<file path="config.mk">
export PLATFORM = sky130hd
export DESIGN_NAME = target_hit_detect
export DESIGN_NICKNAME = d
export VERILOG_FILES = /design/src/rtl/target_hit_detect_pkg.sv /design/src/rtl/target_motion.sv /design/src/rtl/target_hit_detect.sv
export SDC_FILE = /design/constraint.sdc
export NUM_CORES = 1
export LEC_CHECK = 0
export CAP_MARGIN = 40
export CORE_UTILIZATION = 50
export CTS_CLUSTER_DIAMETER = 150
export DETAILED_ROUTE_END_ITERATION = 12
export DONT_BUFFER_PORTS = 1
export HOLD_SLACK_MARGIN = 0.1
export MAX_ROUTING_LAYER = met4
export PLACE_DENSITY_LB_ADDON = 0.25
export SETUP_SLACK_MARGIN = 0.3
export SLEW_MARGIN = 15
export SYNTH_ARGS = -nofsm -noshare
export SYNTH_HDL_FRONTEND = slang
export SYNTH_SLANG_ARGS = --single-unit
</file>
<file path="constraint.sdc">
create_clock -name i_clk -period 4.25 [get_ports i_clk]
set_input_delay 0.85 -clock i_clk [delete_from_list [all_inputs] [get_ports i_clk]]
set_output_delay 0.85 -clock i_clk [all_outputs]
set_load 0.01 [all_outputs]
</file>
<file path="src/rtl/target_hit_detect_pkg.sv">
// rtl/target_hit_detect_pkg.sv - shared VGA constants and target types
// Purpose: 800x600 VGA extents, counter/colour widths, the bullet colour
//          (shared with the shot stage), target geometry/colours and the
//          target FSM state type.
// Ports:   none (package).
package target_hit_detect_pkg;

  localparam int H_ACTIVE = 800;
  localparam int V_ACTIVE = 600;
  localparam int CNT_W    = 11;
  localparam int RGB_W    = 12;
  localparam int WIDE_W   = CNT_W + 1;

  localparam logic [RGB_W-1:0] BULLET_RGB = 12'hf00;
  localparam logic [RGB_W-1:0] TARGET_RGB = 12'h0f0;
  localparam logic [RGB_W-1:0] FLASH_RGB  = 12'hfff;

  localparam int TARGET_SIZE  = 32;
  localparam int TARGET_Y     = 100;
  localparam int X_MIN        = 0;
  localparam int X_MAX        = H_ACTIVE - TARGET_SIZE - 1;
  localparam int TARGET_SPEED = 2;
  localparam int FLASH_FRAMES = 30;
  localparam int FLASH_W      = $clog2(FLASH_FRAMES);
  localparam int SCORE_W      = 8;

  typedef enum logic [1:0] {
    ST_ACTIVE  = 2'd0,
    ST_FLASH   = 2'd1,
    ST_RESPAWN = 2'd2
  } tgt_state_t;

  // Inclusive span test [lo, lo+len-1]; 12-bit operands so the upper bound never wraps.
  function automatic logic in_span(input logic [WIDE_W-1:0] val,
                                   input logic [WIDE_W-1:0] lo,
                                   input logic [WIDE_W-1:0] len);
    return (val >= lo) && (val <= lo + len - 12'd1);
  endfunction

endpackage

</file>
<file path="src/rtl/target_motion.sv">
// rtl/target_motion.sv - horizontal target position with edge bounce
// Purpose: holds the target's left x and direction; moves TARGET_SPEED per
//          step pulse, clamping and reversing at X_MIN / X_MAX.
// Ports:   i_clk      pixel clock
//          i_rst      synchronous active-high reset (tx=X_MIN, moving right)
//          i_step     advance one frame's worth of motion
//          i_respawn  return to X_MIN moving right (has priority over i_step)
//          o_tx       current target left x
module target_motion
  import target_hit_detect_pkg::*;
(
  input  logic             i_clk,
  input  logic             i_rst,
  input  logic             i_step,
  input  logic             i_respawn,
  output logic [CNT_W-1:0] o_tx
);

  logic [CNT_W-1:0]  r_tx;
  logic              r_dir_left;
  logic [CNT_W-1:0]  w_tx_next;
  logic              w_dir_left_next;
  logic [WIDE_W-1:0] w_tx_wide;
  logic [WIDE_W-1:0] w_sum;

  assign w_tx_wide = {1'b0, r_tx};
  assign w_sum     = w_tx_wide + WIDE_W'(TARGET_SPEED);

  always_comb begin
    w_tx_next       = r_tx;
    w_dir_left_next = r_dir_left;
    if (i_respawn) begin
      w_tx_next       = CNT_W'(X_MIN);
      w_dir_left_next = 1'b0;
    end else if (i_step) begin
      if (!r_dir_left) begin
        if (w_sum >= WIDE_W'(X_MAX)) begin
          w_tx_next       = CNT_W'(X_MAX);
          w_dir_left_next = 1'b1;
        end else begin
          w_tx_next = w_sum[CNT_W-1:0];
        end
      end else begin
        if (w_tx_wide < WIDE_W'(X_MIN + TARGET_SPEED)) begin
          w_tx_next       = CNT_W'(X_MIN);
          w_dir_left_next = 1'b0;
        end else begin
          w_tx_next = r_tx - CNT_W'(TARGET_SPEED);
        end
      end
    end
  end

  always_ff @(posedge i_clk) begin
    if (i_rst) begin
      r_tx       <= CNT_W'(X_MIN);
      r_dir_left <= 1'b0;
    end else begin
      r_tx       <= w_tx_next;
      r_dir_left <= w_dir_left_next;
    end
  end

  assign o_tx = r_tx;

endmodule

</file>
<file path="src/rtl/target_hit_detect.sv">
// rtl/target_hit_detect.sv - moving target overlay, bullet hit detection and score
// Purpose: VGA stage after the shot stage. Draws a moving square target,
//          detects bullet-coloured pixels inside it, flashes the target after
//          a hit, then respawns it at the left edge. Keeps a saturating score.
// Ports:   i_clk, i_rst          pixel clock, synchronous active-high reset
//          i_hcount, i_vcount    pixel counters in
//          i_h_sync, i_v_sync    syncs in
//          i_h_blank, i_v_blank  blanking in
//          i_rgb                 pixel colour from shot stage
//          o_hcount .. o_v_blank video timing, delayed 2 clk
//          o_rgb                 colour with target overlay, delayed 2 clk
//          o_hit                 1-clk pulse at frame start after a hit frame
//          o_score               hit count, saturates at 255
module target_hit_detect
  import target_hit_detect_pkg::*;
(
  input  logic               i_clk,
  input  logic               i_rst,
  input  logic [CNT_W-1:0]   i_hcount,
  input  logic [CNT_W-1:0]   i_vcount,
  input  logic               i_h_sync,
  input  logic               i_v_sync,
  input  logic               i_h_blank,
  input  logic               i_v_blank,
  input  logic [RGB_W-1:0]   i_rgb,
  output logic [CNT_W-1:0]   o_hcount,
  output logic [CNT_W-1:0]   o_vcount,
  output logic               o_h_sync,
  output logic               o_v_sync,
  output logic               o_h_blank,
  output logic               o_v_blank,
  output logic [RGB_W-1:0]   o_rgb,
  output logic               o_hit,
  output logic [SCORE_W-1:0] o_score
);

  localparam logic [FLASH_W-1:0] FLASH_LOAD = FLASH_W'(FLASH_FRAMES - 1);
  localparam logic [SCORE_W-1:0] SCORE_MAX  = '1;

  // Stage 1: registered inputs
  logic [CNT_W-1:0]   r_s1_hcount;
  logic [CNT_W-1:0]   r_s1_vcount;
  logic               r_s1_h_sync;
  logic               r_s1_v_sync;
  logic               r_s1_h_blank;
  logic               r_s1_v_blank;
  logic [RGB_W-1:0]   r_s1_rgb;
  logic               r_frame_start;

  // Stage 2: output registers
  logic [CNT_W-1:0]   r_s2_hcount;
  logic [CNT_W-1:0]   r_s2_vcount;
  logic               r_s2_h_sync;
  logic               r_s2_v_sync;
  logic               r_s2_h_blank;
  logic               r_s2_v_blank;
  logic [RGB_W-1:0]   r_s2_rgb;

  tgt_state_t         r_state;
  tgt_state_t         w_state_next;
  logic [FLASH_W-1:0] r_flash_cnt;
  logic [FLASH_W-1:0] w_flash_cnt_next;
  logic [SCORE_W-1:0] r_score;
  logic [SCORE_W-1:0] w_score_next;
  logic               r_hit;
  logic               w_hit_next;
  logic               r_hit_seen;
  logic               w_step;
  logic               w_respawn;

  logic [CNT_W-1:0]   w_tx;
  logic               w_in_box;
  logic               w_active;
  logic               w_is_bullet;
  logic [RGB_W-1:0]   w_rgb_overlay;

  target_motion u_motion (
    .i_clk     (i_clk),
    .i_rst     (i_rst),
    .i_step    (w_step),
    .i_respawn (w_respawn),
    .o_tx      (w_tx)
  );

  always_ff @(posedge i_clk) begin
    if (i_rst) begin
      r_s1_hcount   <= '0;
      r_s1_vcount   <= '0;
      r_s1_h_sync   <= 1'b0;
      r_s1_v_sync   <= 1'b0;
      r_s1_h_blank  <= 1'b0;
      r_s1_v_blank  <= 1'b0;
      r_s1_rgb      <= '0;
      r_frame_start <= 1'b0;
    end else begin
      r_s1_hcount   <= i_hcount;
      r_s1_vcount   <= i_vcount;
      r_s1_h_sync   <= i_h_sync;
      r_s1_v_sync   <= i_v_sync;
      r_s1_h_blank  <= i_h_blank;
      r_s1_v_blank  <= i_v_blank;
      r_s1_rgb      <= i_rgb;
      r_frame_start <= (i_hcount == '0) && (i_vcount == '0);
    end
  end

  // Pixel classification on the stage-1 pixel against the current target position.
  assign w_in_box = in_span({1'b0, r_s1_hcount}, {1'b0, w_tx}, WIDE_W'(TARGET_SIZE)) &&
                    in_span({1'b0, r_s1_vcount}, WIDE_W'(TARGET_Y), WIDE_W'(TARGET_SIZE));
  assign w_active    = !r_s1_h_blank && !r_s1_v_blank;
  assign w_is_bullet = (r_s1_rgb == BULLET_RGB);

  // Bullets stay visible on top of the target so the player sees the impact.
  always_comb begin
    w_rgb_overlay = r_s1_rgb;
    if (w_in_box && w_active && !w_is_bullet) begin
      w_rgb_overlay = (r_state == ST_FLASH) ? FLASH_RGB : TARGET_RGB;
    end
  end

  always_ff @(posedge i_clk) begin
    if (i_rst) begin
      r_s2_hcount  <= '0;
      r_s2_vcount  <= '0;
      r_s2_h_sync  <= 1'b0;
      r_s2_v_sync  <= 1'b0;
      r_s2_h_blank <= 1'b0;
      r_s2_v_blank <= 1'b0;
      r_s2_rgb     <= '0;
    end else begin
      r_s2_hcount  <= r_s1_hcount;
      r_s2_vcount  <= r_s1_vcount;
      r_s2_h_sync  <= r_s1_h_sync;
      r_s2_v_sync  <= r_s1_v_sync;
      r_s2_h_blank <= r_s1_h_blank;
      r_s2_v_blank <= r_s1_v_blank;
      r_s2_rgb     <= w_rgb_overlay;
    end
  end

  // Sticky per-frame hit flag; the frame start clears it so the FSM sees
  // exactly the previous frame's verdict, and many bullet pixels count once.
  always_ff @(posedge i_clk) begin
    if (i_rst) begin
      r_hit_seen <= 1'b0;
    end else if (r_frame_start) begin
      r_hit_seen <= 1'b0;
    end else if ((r_state == ST_ACTIVE) && w_in_box && w_active && w_is_bullet) begin
      r_hit_seen <= 1'b1;
    end
  end

  // Target FSM: every transition is qualified by the frame start pulse.
  always_comb begin
    w_state_next     = r_state;
    w_flash_cnt_next = r_flash_cnt;
    w_score_next     = r_score;
    w_hit_next       = 1'b0;
    w_step           = 1'b0;
    w_respawn        = 1'b0;
    if (r_frame_start) begin
      case (r_state)
        ST_ACTIVE: begin
          // A hit takes priority over motion, so the target freezes where it was struck.
          if (r_hit_seen) begin
            w_state_next     = ST_FLASH;
            w_hit_next       = 1'b1;
            w_flash_cnt_next = FLASH_LOAD;
            w_score_next     = (r_score == SCORE_MAX) ? r_score : r_score + 1'b1;
          end else begin
            w_step = 1'b1;
          end
        end
        ST_FLASH: begin
          if (r_flash_cnt == '0) begin
            w_state_next = ST_RESPAWN;
          end else begin
            w_flash_cnt_next = r_flash_cnt - 1'b1;
          end
        end
        ST_RESPAWN: begin
          w_respawn    = 1'b1;
          w_state_next = ST_ACTIVE;
        end
        default: begin
          w_state_next = ST_ACTIVE;
        end
      endcase
    end
  end

  always_ff @(posedge i_clk) begin
    if (i_rst) begin
      r_state     <= ST_ACTIVE;
      r_flash_cnt <= '0;
      r_score     <= '0;
      r_hit       <= 1'b0;
    end else begin
      r_state     <= w_state_next;
      r_flash_cnt <= w_flash_cnt_next;
      r_score     <= w_score_next;
      r_hit       <= w_hit_next;
    end
  end

  assign o_hcount  = r_s2_hcount;
  assign o_vcount  = r_s2_vcount;
  assign o_h_sync  = r_s2_h_sync;
  assign o_v_sync  = r_s2_v_sync;
  assign o_h_blank = r_s2_h_blank;
  assign o_v_blank = r_s2_v_blank;
  assign o_rgb     = r_s2_rgb;
  assign o_hit     = r_hit;
  assign o_score   = r_score;

endmodule

</file>
# Word level (Yosys, flattened, before mapping)
# Cells that the tools add are included.
[totals]
wordCells = 88
mem_count = 0
out_inout_bits = 47
regBits = 106
latchBits = 0
in_bits = 40
mem_bits_ro = 0
ram_bits = 0
[op_classes]
n_bitwise = 3
n_lt_le_gt_ge = 6
n_div = 0
n_eq_ne = 7
n_mul = 0
shifts = 0
mux = 20
n_reduce_logical = 24
addsub = 6
[op_table]
columns = ["cell", "n"]
rows = [
  ["$mux W11", 3],
  ["$mux W12", 2],
  ["$logic_not A11 Y1", 2],
  ["$add A11 B2 Y12 const B", 1],
  ["$add A11 B6 Y12 const B", 1],
  ["$eq A12 B12 Y1 const B", 1],
  ["$ge A12 B10 Y1 const B", 1],
  ["$le A11 B12 Y1", 1],
  ["$sub A12 B1 Y12 const B", 1],
  ["$ge A11 B11 Y1", 1],
  ["$ge A11 B7 Y1 const B", 1],
  ["$le A11 B8 Y1 const B", 1],
  ["$lt A11 B2 Y1 const B", 1],
  ["$sub A11 B2 Y11 const B", 1],
  ["$logic_and A1 B1 Y1", 10],
  ["$mux W5", 2],
  ["$pmux W5 S2", 1],
  ["$mux W1", 9],
  ["$add A8 B1 Y8 const B", 1],
  ["$eq A8 B8 Y1 const B", 1],
  ["$reduce_and A4 Y1", 2],
  ["$logic_not A5 Y1", 1],
  ["$sub A5 B1 Y5 const B", 1],
  ["$mux W2", 2],
  ["other kinds (12)", 18],
]

# Logic depth before layout (Yosys ltp)
[logic_depth]
ltp_word = 8
mapped_depth = 14
depth_no_buf = 12

# Modules after synthesis
# From an unflattened synthesis, not the netlist that was laid out.
[hier_totals]
cells_unflattened = 539
hier_area_um2 = 4961.0
[modules_own_cells]
columns = ["mod", "area_per_inst_um2", "cells_each", "instances", "seq_area_each_um2"]
rows = [
  ["target_hit_detect", 3828.7, 383, 1, 1881.8],
  ["target_motion", 1132.3, 156, 1, 240.2],
]

# Worst setup path after synthesis
# OpenSTA, ideal clock, no wires.
[synth_timing]
path_type = "register -> register"
start = "register u_motion.r_tx[1] (netlist: u_motion.o_tx[1])"
end = "register r_s2_rgb[10] (netlist: o_rgb[10])"
synth_period_minus_slack_ns = 2.791
n_path_buf = 2
t_arrival_ns = 2.662
slack_ns = 1.459
path_stages_with_launch = 15
setup_time_ns = 0.129
required_ns = 4.121
cell_sequence = "dfxtp_1 -> buf_2 -> inv_1 -> ha_1 -> nor4b_2 -> nor2_1 -> xnor2_1 -> ha_1 -> a21o_1 -> a21oi_1 -> nand2_1 -> o211ai_1 -> nand3b_2 -> buf_6 -> mux2i_1"
[synth_via]
elab_chain_cells = 8
word_cells_on_any_way = 9
classes_between = "add/sub (2); order compare (2); mux (1); reduce/logical (4)"
[synth_lines]
columns = ["item", "line_no", "text"]
rows = [
  ["from (decl)", "target_motion.sv:19", "logic [CNT_W-1:0] r_tx;"],
  ["from (signal assigned)", "target_motion.sv:56", "r_tx <= CNT_W'(X_MIN);"],
  ["from (signal assigned)", "target_motion.sv:59", "r_tx <= w_tx_next;"],
  ["$add A11 B6 Y12", "target_hit_detect_pkg.sv:37", "return (val >= lo) && (val <= lo + len - 12'd1);"],
  ["$sub A12 B1 Y12", "target_hit_detect_pkg.sv:37", ""],
  ["$le A11 B12 Y1", "target_hit_detect_pkg.sv:37", ""],
  ["$logic_and A1 B1 Y1 (*)", "target_hit_detect_pkg.sv:37", ""],
  ["$logic_and A1 B1 Y1 (*)", "target_hit_detect.sv:108", "assign w_in_box = in_span({1'b0, r_s1_hcount}, {1'b0, w_tx}, WIDE_W'(TARGET_SIZE)) &&"],
  ["$logic_and A1 B1 Y1 (*) (2 in a row)", "target_hit_detect.sv:116", "if (w_in_box && w_active && !w_is_bullet) begin"],
  ["$mux W12 (*)", "target_hit_detect.sv:116", ""],
  ["to (signal assigned)", "target_hit_detect.sv:137", "r_s2_rgb <= w_rgb_overlay;"],
  ["to (decl)", "target_hit_detect.sv:57", "logic [RGB_W-1:0] r_s2_rgb;"],
]
# Mark *: on every way between the ends. The rest lies on a longest branch, timed or not.
# A chain may end at the register's enable or synchronous reset.

# Worst setup path in the final report
[layout_timing]
start = "register u_motion.r_tx[1] (netlist: u_motion.o_tx[1])"
end = "register r_s2_rgb[2] (netlist: o_rgb[2])"
# The elaborated chain is that of the path after synthesis.

==> impl_metrics.env <==
export IMPL_outcome="completed"
export IMPL_die_area_um2=9950
export IMPL_syn_area_per_cell_um2=9.15
export IMPL_hp_class="flip-flop to flip-flop"
export IMPL_grt_pass1_vias=3328
export IMPL_setup_worst_path_end_class="flip-flop"
export IMPL_die_w_um=99.7
export IMPL_path_common_cell="ha_1"
export IMPL_slowest_delay_ns=0.43
export IMPL_via_per_inst=5.62
export IMPL_fin_area_um2=5020
export IMPL_synth_top_area_share_pct=44.4
export IMPL_dpl_cell_area_um2=4820
export IMPL_yosysWarnings=0
export IMPL_pre_cts_ws_ns=0.936
export IMPL_grt_pass1_wl_um=16200
export IMPL_power_mw=1.77
export IMPL_gr_total_overflow=0
export IMPL_fmax_mhz=302
export IMPL_critPathMaxFanout=12
export IMPL_cts_resized_gates=0
export IMPL_cts_htree_levels=3
export IMPL_antenna_cells=0
export IMPL_slew_headroom_pct=47.6
export IMPL_synth_main_ff_cell="dfxtp_1"
export IMPL_synthTopCellsByArea="dfxtp_1, nor2b_1, ha_1"
export IMPL_postCtsSetupBuffers=0
export IMPL_synth_seq_cells=106
export IMPL_area_growth_pct=5.05
export IMPL_cts_buffer_depth=2
export IMPL_dr_pass1_iters=4
export IMPL_design_portCount=87
export IMPL_antenna_found_initial=0
export IMPL_hold_viol_final=0
export IMPL_timing_worst_setup_path_type="flip-flop to flip-flop"
export IMPL_fin_crit_ns=3.31
export IMPL_clock_root_buffer="clkbuf_8"
export IMPL_drive_gt1_share_pct=5.49
export IMPL_path_clk_slew_ns=0.11
export IMPL_worst_slack_ns=0.940
export IMPL_num_vias=3592
export IMPL_async_reset_ff_share_pct=0
export IMPL_place_gp_congestion=0.916
export IMPL_die_h_um=99.7
export IMPL_cts_tree="done"
export IMPL_startpoint_type="flip-flop"
export IMPL_holdBufCountCts=0
export IMPL_tightest_slew_ns=0.785
export IMPL_wl_per_cell_um=15.4
export IMPL_drv_cap=0
export IMPL_ys_types=64
export IMPL_clock_sinks=106
export IMPL_cts_buffers_inserted=9
export IMPL_rsz0062_at_grt="false"
export IMPL_syn_area_um2=4780
export IMPL_top_usage_layer="met2"
export IMPL_use_met2_pct=32.0
export IMPL_peakVddDrop_mv=0.175
export IMPL_worstPathArrival_ns=3.56
export IMPL_grtUsageMet3_pct=4.43
export IMPL_drtIter0Drc=215
export IMPL_cp_required_ns=4.50
export IMPL_power_density_nw_per_um2=353
export IMPL_final_nets=574
export IMPL_ys_seq_area_share_pct=44.4
export IMPL_drt_wl_total_um=9840
export IMPL_synth_nets=591
export IMPL_reg2reg_slack_ns=0.94
export IMPL_coreArea_um2=9240
export IMPL_finalCritPeriodShare_pct=77.9
export IMPL_clock_latency_ns=0.37
export IMPL_start_util_pct=51.7
export IMPL_grt_use_met1_pct=28.1
export IMPL_fin_worst_skew_ns=0.0195
export IMPL_setup_viol=0
export IMPL_antenna_left=0
export IMPL_synth_edf_count=0
export IMPL_p_leak_nw=1.85
export IMPL_hpwl_um=7150
export IMPL_crit_chain="inv_1, ha_1, nor4b_2, nor2_1, xnor2_1, ha_1, a21o_1, a21oi_1, nand2_1, o211ai_1, nand3b_2, mux2i_1"
export IMPL_whs_ns=0.447
export IMPL_drc=0
export IMPL_finalMaxSlewViolations=0
export IMPL_syn_inst=522
export IMPL_grt_max_degree=98
export IMPL_grt_total_usage_pct=21.3
export IMPL_cp_slowest_cell="dfxtp_1"
export IMPL_synth_top_area_cell="dfxtp_1"
export IMPL_tns_ns=0
export IMPL_port_buffer_count=0
export IMPL_rows=35
-- where the power goes --
| group | total [mW] | leakage, nW | internal, mW | switching (mW) |
|---|---|---|---|---|
| Combinational | 0.0978 | 0.884 | 0.0475 | 0.0503 |
| Clock | 0.619 | 0.0990 | 0.236 | 0.383 |
| Sequential | 1.05 | 0.871 | 1.03 | 0.0265 |
-- flip-flops by register name, summed over array words and instances (netlist names), 2 cells and up --
signal / cells
o_rgb: 12
r_s1_rgb: 12
o_hcount: 11
o_vcount: 11
r_s1_hcount: 11
r_s1_vcount: 11
u_motion.o_tx: 11
o_score: 8
r_flash_cnt: 5
r_state: 2
-- path summary, 6_finish.rpt --
kind                                     to              from  cells past startpoint
worst max-delay path               o_rgb[2]  u_motion.o_tx[1]                     12
worst min-delay path            o_vcount[1]    r_s1_vcount[1]                      1
worst max register to register     o_rgb[2]  u_motion.o_tx[1]                     12
worst min register to register  o_vcount[1]    r_s1_vcount[1]                      1
-- area by class of cell --
class / instances / area (um^2)
timing repair buffer: 1 / 7.51
inverter: 21 / 78.8
clock inverter: 7 / 75.1
multi-input combinational: 366 / 2450
sequential: 106 / 2120
fill: 867 / 4220
tap: 129 / 161
clock buffer: 9 / 124
-- placed cells by master (no fill, tap or decap), types with 2 or more instances in the layout --
master,count
nor2b_1,68
nor3_1,16
a31o_1,2
o211ai_1,3
a31oi_1,5
o2111ai_1,4
o21bai_1,3
or4_1,4
mux2i_1,8
nand4_1,10
a221oi_1,2
nor4_1,6
nor2_1,36
clkbuf_8,9
xor2_1,7
inv_1,19
inv_8,3
xnor2_1,12
a211oi_1,5
o21ai_0,12
or3_1,3
a21oi_1,32
inv_2,2
o41ai_1,2
dfxtp_1,106
nand2b_1,11
a21o_1,4
o31ai_1,2
nand2_1,26
and3_1,3
nand3_1,21
ha_1,29
-- logic make-up after synthesis --
family / share of synthesized area [%]
flip-flops: 44.4
AND/OR/NAND/NOR: 25.2
AO/OA/AOI/OAI: 13.3
adder cells (fa/ha/maj): 7.60
XOR/XNOR: 3.48
multiplexers: 1.68
buffers and inverters: 4.30
-- cell usage after synthesis, types with 2 or more instances --
| library cell | number |
|---|---|
| o211ai_1 | 3 |
| o21ai_0 | 12 |
| nand2b_1 | 11 |
| nor3_1 | 16 |
| ha_1 | 29 |
| xor2_1 | 7 |
| a221oi_1 | 2 |
| a211oi_1 | 5 |
| dfxtp_1 | 106 |
| mux2i_1 | 8 |
| buf_2 | 8 |
| nand4_1 | 10 |
| buf_1 | 2 |
| a21oi_1 | 32 |
| o41ai_1 | 2 |
| or4_1 | 4 |
| a21o_1 | 4 |
| nor2b_1 | 68 |
| o21bai_1 | 3 |
| a31oi_1 | 5 |
| inv_2 | 2 |
| nand2_1 | 26 |
| o31ai_1 | 2 |
| or3_1 | 3 |
| inv_1 | 19 |
| nand3_1 | 21 |
| nor2_1 | 36 |
| xnor2_1 | 12 |
| o2111ai_1 | 4 |
| a31o_1 | 2 |
| and3_1 | 3 |
| nor4_1 | 6 |
| clkbuf_1 | 18 |
-- per-layer routing --
layer,wire [um],part of all wire [%]
met1,4750,48
met3,521,5.3
met4,166,1.7
met2,4410,45
met5,0,0
-- critical path, delay by kind of cell, from the launching register on --
| family | cells | cell delay [ns] |
|---|---|---|
| xor+xnor | 1 | 0.16 |
| fa+ha+maj | 2 | 0.59 |
| buf+inv | 1 | 0.17 |
| simple gates | 4 | 0.94 |
| mux | 1 | 0.21 |
| compound gates | 3 | 0.71 |
| flops | 1 | 0.43 |
-- stage by stage --
step                util, %  std cells
floorplan                 -        522
global placement       52.2        623
detailed placement     52.2        623
CTS                    54.3        639
global route           54.3        639
finish                 54.3        639
(Power assumes the default switching activity.)
